<file path="src/rtl/fabric_reset_sequencer_pkg.sv">
// Shared definitions for the fabric reset sequencer: state encodings and debug width.
package fabric_reset_pkg;

  localparam int SEQ_STATE_W = 3;

  typedef enum logic [SEQ_STATE_W-1:0] {
    ST_WAIT_LOCK = 3'd0,
    ST_WAIT_MSS  = 3'd1,
    ST_RELEASE   = 3'd2,
    ST_WAIT_ACK  = 3'd3,
    ST_DONE      = 3'd4,
    ST_SOFT      = 3'd5
  } seq_state_e;

endpackage

</file>
<file path="src/rtl/fabric_reset_sequencer_if.sv">
// Channel-side bundle of the reset sequencer: per-domain resets, handshakes and status.
interface fabric_reset_sequencer_if
  import fabric_reset_pkg::*;
#(
  parameter int NUM_CH = 4
);

  logic [NUM_CH-1:0]      CH_READY;
  logic [NUM_CH-1:0]      SOFT_RESET;
  logic [NUM_CH-1:0]      CH_RESET_N;
  logic                   INIT_DONE;
  logic [NUM_CH-1:0]      TIMEOUT_ERR;
  logic                   LOCK_LOST;
  logic [SEQ_STATE_W-1:0] SEQ_STATE;

  modport master (
    input  CH_READY, SOFT_RESET,
    output CH_RESET_N, INIT_DONE, TIMEOUT_ERR, LOCK_LOST, SEQ_STATE
  );

  modport slave (
    output CH_READY, SOFT_RESET,
    input  CH_RESET_N, INIT_DONE, TIMEOUT_ERR, LOCK_LOST, SEQ_STATE
  );

endinterface

</file>
<file path="src/rtl/fabric_reset_sequencer_sync.sv">
// Two-flop synchroniser for an asynchronous level (PLL lock); clears to 0 on reset.
module reset_sync_2ff (
  input  logic i_clk,
  input  logic i_rst_n,
  input  logic i_d,
  output logic o_q
);

  logic r_meta;
  logic r_sync;

  always_ff @(posedge i_clk) begin
    if (!i_rst_n) begin
      r_meta <= 1'b0;
      r_sync <= 1'b0;
    end else begin
      r_meta <= i_d;
      r_sync <= r_meta;
    end
  end

  assign o_q = r_sync;

endmodule

</file>
<file path="src/rtl/fabric_reset_sequencer.sv">
// Multi-channel fabric reset sequencer: qualifies CCC lock, waits for the MSS, then
// releases each fabric reset domain in turn with a ready/timeout handshake.
module fabric_reset_sequencer
  import fabric_reset_pkg::*;
#(
  parameter int NUM_CH      = 4,
  parameter int LOCK_FILTER = 16,
  parameter int CH_TIMEOUT  = 64,
  parameter int SOFT_HOLD   = 8,
  parameter int CNT_W       = 8
) (
  input  logic CLK_BASE,
  input  logic FAB_RESET_N,
  input  logic PLL_LOCK,
  input  logic MSS_RESET_N_M2F,
  fabric_reset_sequencer_if.master bus
);

  localparam int               IDX_W     = (NUM_CH > 1) ? $clog2(NUM_CH) : 1;
  localparam logic [CNT_W-1:0] LOCK_LAST = CNT_W'(LOCK_FILTER - 1);
  localparam logic [CNT_W-1:0] ACK_LAST  = CNT_W'(CH_TIMEOUT - 1);
  localparam logic [CNT_W-1:0] SOFT_LAST = CNT_W'(SOFT_HOLD - 1);
  localparam logic [CNT_W-1:0] CNT_ONE   = CNT_W'(1);
  localparam logic [IDX_W-1:0] IDX_LAST  = IDX_W'(NUM_CH - 1);
  localparam logic [IDX_W-1:0] IDX_ONE   = IDX_W'(1);

  seq_state_e        r_state, w_state_nx;
  logic [CNT_W-1:0]  r_cnt, w_cnt_nx, w_cnt_inc;
  logic [IDX_W-1:0]  r_idx, w_idx_nx;
  logic [NUM_CH-1:0] r_ch_rst_n, w_ch_rst_n_nx;
  logic [NUM_CH-1:0] r_mask, w_mask_nx;
  logic [NUM_CH-1:0] r_terr, w_terr_nx;
  logic              r_init_done, w_init_done_nx;
  logic              r_lock_lost, w_lock_lost_nx;
  logic              w_lock_s;
  logic              w_ready;

  reset_sync_2ff u_lock_sync (
    .i_clk   (CLK_BASE),
    .i_rst_n (FAB_RESET_N),
    .i_d     (PLL_LOCK),
    .o_q     (w_lock_s)
  );

  // Counter saturates rather than wrapping so a stuck condition can never re-trigger.
  assign w_cnt_inc = (&r_cnt) ? r_cnt : (r_cnt + CNT_ONE);
  assign w_ready   = bus.CH_READY[r_idx];

  always_ff @(posedge CLK_BASE) begin
    if (!FAB_RESET_N) begin
      r_state     <= ST_WAIT_LOCK;
      r_cnt       <= '0;
      r_idx       <= '0;
      r_ch_rst_n  <= '0;
      r_mask      <= '0;
      r_terr      <= '0;
      r_init_done <= 1'b0;
      r_lock_lost <= 1'b0;
    end else begin
      r_state     <= w_state_nx;
      r_cnt       <= w_cnt_nx;
      r_idx       <= w_idx_nx;
      r_ch_rst_n  <= w_ch_rst_n_nx;
      r_mask      <= w_mask_nx;
      r_terr      <= w_terr_nx;
      r_init_done <= w_init_done_nx;
      r_lock_lost <= w_lock_lost_nx;
    end
  end

  always_comb begin
    w_state_nx     = r_state;
    w_cnt_nx       = r_cnt;
    w_idx_nx       = r_idx;
    w_ch_rst_n_nx  = r_ch_rst_n;
    w_mask_nx      = r_mask;
    w_terr_nx      = r_terr;
    w_init_done_nx = r_init_done;
    w_lock_lost_nx = r_lock_lost;

    // Lock loss outranks everything; an MSS drop is the same abort minus the sticky flag.
    if ((r_state != ST_WAIT_LOCK) && !w_lock_s) begin
      w_ch_rst_n_nx  = '0;
      w_init_done_nx = 1'b0;
      w_lock_lost_nx = 1'b1;
      w_idx_nx       = '0;
      w_cnt_nx       = '0;
      w_state_nx     = ST_WAIT_LOCK;
    end else if ((r_state inside {ST_RELEASE, ST_WAIT_ACK, ST_DONE, ST_SOFT}) && !MSS_RESET_N_M2F) begin
      w_ch_rst_n_nx  = '0;
      w_init_done_nx = 1'b0;
      w_idx_nx       = '0;
      w_cnt_nx       = '0;
      w_state_nx     = ST_WAIT_MSS;
    end else begin
      case (r_state)
        ST_WAIT_LOCK: begin
          if (!w_lock_s) begin
            w_cnt_nx = '0;
          end else if (r_cnt >= LOCK_LAST) begin
            w_cnt_nx   = '0;
            w_state_nx = ST_WAIT_MSS;
          end else begin
            w_cnt_nx = w_cnt_inc;
          end
        end
        ST_WAIT_MSS: begin
          if (MSS_RESET_N_M2F) begin
            w_idx_nx   = '0;
            w_state_nx = ST_RELEASE;
          end else begin
            w_state_nx = ST_WAIT_MSS;
          end
        end
        ST_RELEASE: begin
          w_ch_rst_n_nx[r_idx] = 1'b1;
          w_cnt_nx             = '0;
          w_state_nx           = ST_WAIT_ACK;
        end
        ST_WAIT_ACK: begin
          if (w_ready || (r_cnt >= ACK_LAST)) begin
            if (!w_ready) begin
              w_terr_nx[r_idx] = 1'b1;
            end else begin
              w_terr_nx = r_terr;
            end
            if (r_idx == IDX_LAST) begin
              w_state_nx = ST_DONE;
            end else begin
              w_idx_nx   = r_idx + IDX_ONE;
              w_state_nx = ST_RELEASE;
            end
          end else begin
            w_cnt_nx = w_cnt_inc;
          end
        end
        ST_DONE: begin
          if (|bus.SOFT_RESET) begin
            w_mask_nx      = bus.SOFT_RESET;
            w_ch_rst_n_nx  = r_ch_rst_n & ~bus.SOFT_RESET;
            w_init_done_nx = 1'b0;
            w_cnt_nx       = '0;
            w_state_nx     = ST_SOFT;
          end else begin
            w_init_done_nx = 1'b1;
          end
        end
        ST_SOFT: begin
          if (r_cnt >= SOFT_LAST) begin
            w_ch_rst_n_nx = r_ch_rst_n | r_mask;
            w_cnt_nx      = '0;
            w_state_nx    = ST_DONE;
          end else begin
            w_cnt_nx = w_cnt_inc;
          end
        end
        default: begin
          w_ch_rst_n_nx  = '0;
          w_init_done_nx = 1'b0;
          w_idx_nx       = '0;
          w_cnt_nx       = '0;
          w_state_nx     = ST_WAIT_LOCK;
        end
      endcase
    end
  end

  assign bus.CH_RESET_N  = r_ch_rst_n;
  assign bus.INIT_DONE   = r_init_done;
  assign bus.TIMEOUT_ERR = r_terr;
  assign bus.LOCK_LOST   = r_lock_lost;
  assign bus.SEQ_STATE   = r_state;

endmodule

</file>
<file path="src/flat_wrapper.sv">
// flat-port wrapper written by rule: the top's interface ports become plain ports
module fabric_reset_sequencer_flat import fabric_reset_pkg::*;
#(
  parameter int NUM_CH      = 4,
  parameter int LOCK_FILTER = 16,
  parameter int CH_TIMEOUT  = 64,
  parameter int SOFT_HOLD   = 8,
  parameter int CNT_W       = 8
)
  (CLK_BASE, FAB_RESET_N, PLL_LOCK, MSS_RESET_N_M2F, bus_CH_READY, bus_SOFT_RESET, bus_CH_RESET_N, bus_INIT_DONE, bus_TIMEOUT_ERR, bus_LOCK_LOST, bus_SEQ_STATE);
  fabric_reset_sequencer_if #(.NUM_CH(NUM_CH)) bus_i ();
  input  logic CLK_BASE;
  input  logic FAB_RESET_N;
  input  logic PLL_LOCK;
  input  logic MSS_RESET_N_M2F;
  input wire logic [$bits(bus_i.CH_READY)-1:0] bus_CH_READY;
  input wire logic [$bits(bus_i.SOFT_RESET)-1:0] bus_SOFT_RESET;
  output wire logic [$bits(bus_i.CH_RESET_N)-1:0] bus_CH_RESET_N;
  output wire logic [$bits(bus_i.INIT_DONE)-1:0] bus_INIT_DONE;
  output wire logic [$bits(bus_i.TIMEOUT_ERR)-1:0] bus_TIMEOUT_ERR;
  output wire logic [$bits(bus_i.LOCK_LOST)-1:0] bus_LOCK_LOST;
  output wire logic [$bits(bus_i.SEQ_STATE)-1:0] bus_SEQ_STATE;
  assign bus_i.CH_READY = bus_CH_READY;
  assign bus_i.SOFT_RESET = bus_SOFT_RESET;
  assign bus_CH_RESET_N = bus_i.CH_RESET_N;
  assign bus_INIT_DONE = bus_i.INIT_DONE;
  assign bus_TIMEOUT_ERR = bus_i.TIMEOUT_ERR;
  assign bus_LOCK_LOST = bus_i.LOCK_LOST;
  assign bus_SEQ_STATE = bus_i.SEQ_STATE;
  fabric_reset_sequencer #(.NUM_CH(NUM_CH), .LOCK_FILTER(LOCK_FILTER), .CH_TIMEOUT(CH_TIMEOUT), .SOFT_HOLD(SOFT_HOLD), .CNT_W(CNT_W)) u_core (.CLK_BASE(CLK_BASE), .FAB_RESET_N(FAB_RESET_N), .PLL_LOCK(PLL_LOCK), .MSS_RESET_N_M2F(MSS_RESET_N_M2F), .bus(bus_i));
endmodule
</file>
<file path="config.mk">
export PLATFORM = sky130hd
export DESIGN_NAME = fabric_reset_sequencer_flat
export DESIGN_NICKNAME = d
export VERILOG_FILES = /design/src/rtl/fabric_reset_sequencer_pkg.sv /design/src/rtl/fabric_reset_sequencer_if.sv /design/src/rtl/fabric_reset_sequencer_sync.sv /design/src/rtl/fabric_reset_sequencer.sv /design/src/flat_wrapper.sv
export SDC_FILE = /design/constraint.sdc
export NUM_CORES = 1
export LEC_CHECK = 0
export CORE_ASPECT_RATIO = 2
export CORE_MARGIN = 4
export CORE_UTILIZATION = 52
export DETAILED_ROUTE_END_ITERATION = 7
export PLACE_DENSITY = 0.86
export RECOVER_POWER = 25
export SLEW_MARGIN = 10
export SYNTH_ARGS = -nofsm -noshare
export SYNTH_HDL_FRONTEND = slang
export SYNTH_HIERARCHICAL = 1
export SYNTH_SLANG_ARGS = --single-unit
</file>
<file path="constraint.sdc">
create_clock -name CLK_BASE -period 2.35 [get_ports CLK_BASE]
set_input_delay 0.47 -clock CLK_BASE [delete_from_list [all_inputs] [get_ports CLK_BASE]]
set_output_delay 0.47 -clock CLK_BASE [all_outputs]
set_load 0.02 [all_outputs]
</file>
# Word level (Yosys, flattened, before mapping)
# Cells that the tools add are included.
# totals
input_bits	12
ff_bits	29
wordCells	101
# op_classes
addsub	2
n_bitwise	12
n_reduce_logical	23
eq_ne	19
magnitude_cmp	5
mux	29
# ops
operator	count
$mux 8	6
$pmux 8 s5	1
$mux 3	6
$pmux 3 s6	1
$pmux 4 s4	1
$reduce_and 5->1	3
$ne 2x2->1 const B	7
$or 4x4->4	3
$ne 3x3->1 const B	3
$add 8x1->8 const B	1
$ge 8x3->1 const B	1
$ge 8x4->1 const B	1
$ge 8x6->1 const B	1
$mux 2	4
$mux 4	2
$reduce_and 4->1	2
$reduce_and 8->1	1
$reduce_or 4->1	2
$not 1->1	7
$eq 3x2->1 const B	2
$eq 3x3->1 const B	2
$pmux 2 s3	1
$reduce_and 3->1	2
$reduce_or 3->1	2
22 further kinds	28

# Depth between registers and ports, before layout
# logic_depth
word_depth	6
ltp_mapped	7
depth_no_buf	6

# Modules after synthesis
# The synthesis kept the hierarchy.
# by_module_without_submodules
mod	cells_each	area_per_inst_um2	instances	seq_area_each_um2
fabric_reset_sequencer	171	1456.4	1	540.5
reset_sync_2ff	4	52.6	1	40.0

# Worst setup path before layout
# Ideal clock, no wire load.
# synth_path
path_type	input to register
from	in bus_CH_READY[3]
to	reg u_core.r_cnt[5]
slack_ps	369
t_arrival_ps	1909
setup_time_ps	72
stages	5
path_cell_list	mux4_2 > a211oi_2 > nor2_2 > or4_1 > a21oi_1
# synth_via
elab_chain_cells	5
# synth_lines
element	line_no	rtl
start: declaration	flat_wrapper.sv:16	input wire logic [$bits(bus_i.CH_READY)-1:0] bus_CH_READY;
$bmux 1 s2	fabric_reset_sequencer.sv:47	assign w_ready = bus.CH_READY[r_idx];
$mux 1 (implied by the code)	fabric_reset_sequencer.sv:47	
$logic_or 1x1->1	fabric_reset_sequencer.sv:121	if (w_ready || (r_cnt >= ACK_LAST)) begin
$ne 2x2->1 (no line)	n/a	
$reduce_and 3->1 (no line)	n/a	
end signal: assignment	fabric_reset_sequencer.sv:61	r_cnt <= w_cnt_nx;
end: declaration	fabric_reset_sequencer.sv:28	logic [CNT_W-1:0] r_cnt, w_cnt_nx, w_cnt_inc;
# Every way passes these cells. The select of a mux whose other input is x is not followed.
# A chain may end at the register's enable or synchronous reset.

# Final worst setup path
# layout_path
from	reg u_core.r_state[2], in the netlist u_core/bus.SEQ_STATE[2]
to	out bus_SEQ_STATE[2]
# layout_lines
element	line_no	rtl
start: declaration	fabric_reset_sequencer.sv:27	seq_state_e r_state, w_state_nx;
start signal: assignment	fabric_reset_sequencer.sv:60	r_state <= w_state_nx;
end: declaration	flat_wrapper.sv:22	output wire logic [$bits(bus_i.SEQ_STATE)-1:0] bus_SEQ_STATE;
# No word-level cell between the ends.

==> run metrics <==
Via Count=1579; NumNets Final=~220; core area=between 0.002 and 0.003 sq mm; Cells after Synth=175; leakage=0.728 nW; Final Max Tran Viols=0; Worst Hold Launch=u_core/u_lock_sync/r_meta; Clock transition at path regs=0.07 ns; global-route wire length before repair=slightly above 7000 microns; Initial DRT Pass Iterations=8; Tcrit/Tclk final=a little over nine tenths; DR WL met3=about 240 microns; relative slew slack=a little over half; hold_ws=roughly 0.45 ns; Max Cap Viol=0; cell with the most instances after synthesis=dfxtp_1; sequential element share of the synthesized area=between 30% and 40%; top cells by area, synth=dfxtp_1, o21ai_0, nor2b_1, a21oi_1, ha_1; design area=around 0.0019 sq mm; initial antenna violation count=0; clock sink count=29; CP Class=flop to primary output; CP max FO=20; Initial Util=around 54%; IO Count=25; clock latency at the later pin of the worst-skew pair=0.29 ns; reg-to-reg startpoint=u_core/r_idx[0]; Num CTS Buffers=5; reg2reg path depth=5; Die W=between 40 and 50 microns; # diodes=0; Post-synth ARST share=0%; Antenna Violating Nets Remaining=0; top-area cell type share of the netlist area=38.5%; GRT Resource Usage Total=25.0%; CP Cell Sequence=clkdlybuf4s50_1; # setup viols final=0; vias per std cell=between 6 and 7; RSZ-0062 raised after global routing=no; Post-Syn Nets=about 190; met2 WL post-DR=about 2500 microns; Critical Path RT=between 1.5 and 2 ns; number of global-route vias before repair=1561; CP Buf/Inv Count=1; layout cells sized above 1=~10%; synth cell count leaders=dfxtp_1, nor2_1, o21ai_0; cts repair resizes=0; final worst path period need=roughly 2.2 ns; synth-to-layout area growth=26.9%; Netlist cell types=44; Hold Path Depth=1; CP top delay family=buffers and inverters; ys flop type=dfxtp_1; largest area contributor in the netlist=dfxtp_1; Startpoint Class=flop; Post-synth EDFFs=0; fill count=approximately 220; Metal-1 WL=between 1000 and 1500 microns; Hold EP=u_core/u_lock_sync/o_q; maximum vdd drop=about 0.43 mV; mapped cell area=approximately 0.0015 sq mm; routed wire length=between 4000 and 5000 microns; H-tree depth=2; Slew @ Worst Pin=around 0.7 ns; status=finished clean; routed length per instance=roughly 19 microns; Clock Path Buffers=2; worst stage delay on the critical path=~0.73 ns; num rows=27; Residual DRC=0; First DRT Iteration DRCs=around 110; worst r2r dst=u_core/r_cnt[0]; r2r setup slk=between 0.2 and 0.3 ns; pwr dens=559 mW/mm^2; #FFs+latches synth=29; pin count of the biggest net entering global routing=21; Placed Area=about 0.0018 sq mm; hold_buf cts=0; final hold viol count=0; min-delay worst type=flop to flop; CP endpoint kind=primary output; IO buf count=24; Peak Freq=about 450 MHz; CTS tree=built; Die H=approximately 84 microns; Synth Warn #=6; HPWL after detailed placement=3150 microns; crit path max-delay cell type=clkdlybuf4s50_1; post-CTS setup repair buffer count=0; RD Place Congestion=around 0.89; Syn Area/Cell=between 8 and 9 sq um; crit path DAT=between 1.5 and 2 ns; Worst Clk Skew=between 0.006 and 0.007 ns; Top Metal Used=met4; Die ar.=0.00388 sq mm; GRT overflow=0; Root Driver=clkbuf_8
-- layout by cell type (no fill, tap or decap), types with 3 or more instances in the layout --
cell type and instances:
clkdlybuf4s50_1 16, nand3_1 9, buf_4 6, inv_1 5
dfxtp_1 29, ha_1 5, mux2i_1 4, dlygate4sd3_1 8
clkbuf_8 5, nor3_1 6, a21oi_1 13, or4_1 3
a22o_1 5, nor2b_1 11, a222oi_1 4, nor4_1 4
nor2_1 14, o21ai_0 14, nand2_1 7
-- worst register-to-register path: stages (launching register included) --
cell and delay, ns:
dfxtp_1 0.44, mux4_2 0.60, a211oi_2 0.26, nor2_2 0.09
or3_2 0.48, a21oi_1 0.16
-- stage by stage --
stage	power, mW	setup WS [ns]	cells	TNS (ns)	util (%)
floorplan	0.525	0.369	175	0	-
global placement	0.555	-0.0531	226	-0.0865	65.1
detailed placement	0.557	-0.131	226	-0.699	65.1
CTS	1.07	0.166	234	0	69.2
global route	1.10	0.0647	234	0	69.1
finish	1.07	0.140	234	0	69.1
-- power by group --
group	internal (mW)	switching (mW)
clock	0.317	0.206
sequential	0.493	0.00204
combinational	0.0278	0.0233
-- worst max-delay path by stage --
| stage | startpoint | end | slack (ns) | cells after the start |
|---|---|---|---|---|
| 2_1_floorplan | bus_CH_READY[3] | u_core/r_cnt[5] | 0.37 | 5 |
| 3_3_place_gp | bus_CH_READY[3] | u_core/r_cnt[5] | -0.05 | 6 |
| 3_5_place_dp | bus_CH_READY[3] | u_core/r_cnt[0] | -0.13 | 6 |
| 4_1_cts | bus_CH_READY[3] | u_core/r_cnt[0] | 0.17 | 6 |
| 5_1_grt | bus_CH_READY[1] | u_core/r_cnt[5] | 0.06 | 6 |
| 6_report | u_core/bus.SEQ_STATE[2] | bus_SEQ_STATE[2] | 0.14 | 1 |
-- routing by layer --
metal	vias up	track usage, %
met3	23	4.51
met4	0	13.2
li1	716	-
met5	-	0
met1	754	24.5
met2	86	45.2
-- state kept, by name, summed over array words and instances (netlist names), 2 cells and up --
| signal | flops |
|---|---|
| u_core/bus.CH_RESET_N | 4 |
| u_core/r_idx | 2 |
| u_core/r_cnt | 8 |
| u_core/bus.SEQ_STATE | 3 |
| u_core/r_mask | 4 |
| u_core/bus.TIMEOUT_ERR | 4 |
-- cell type report --
type	count	area [sq um]	share of cell area [%]
clock buffer	5	68.8	3.59
clock inverter	3	46.3	2.42
inverter	5	18.8	0.980
multi-input combinational	132	875	45.7
sequential	29	581	30.3
tap	29	36.3	1.90
timing repair buffer	31	289	15.1
-- kinds of logic after synthesis --
logic type / share of synthesized area (%)
simple gates: 26.0
compound gates: 23.6
flops: 38.5
buf+inv: 3.57
mux: 4.15
fa+ha+maj: 4.15
(Power assumes the default switching activity.)
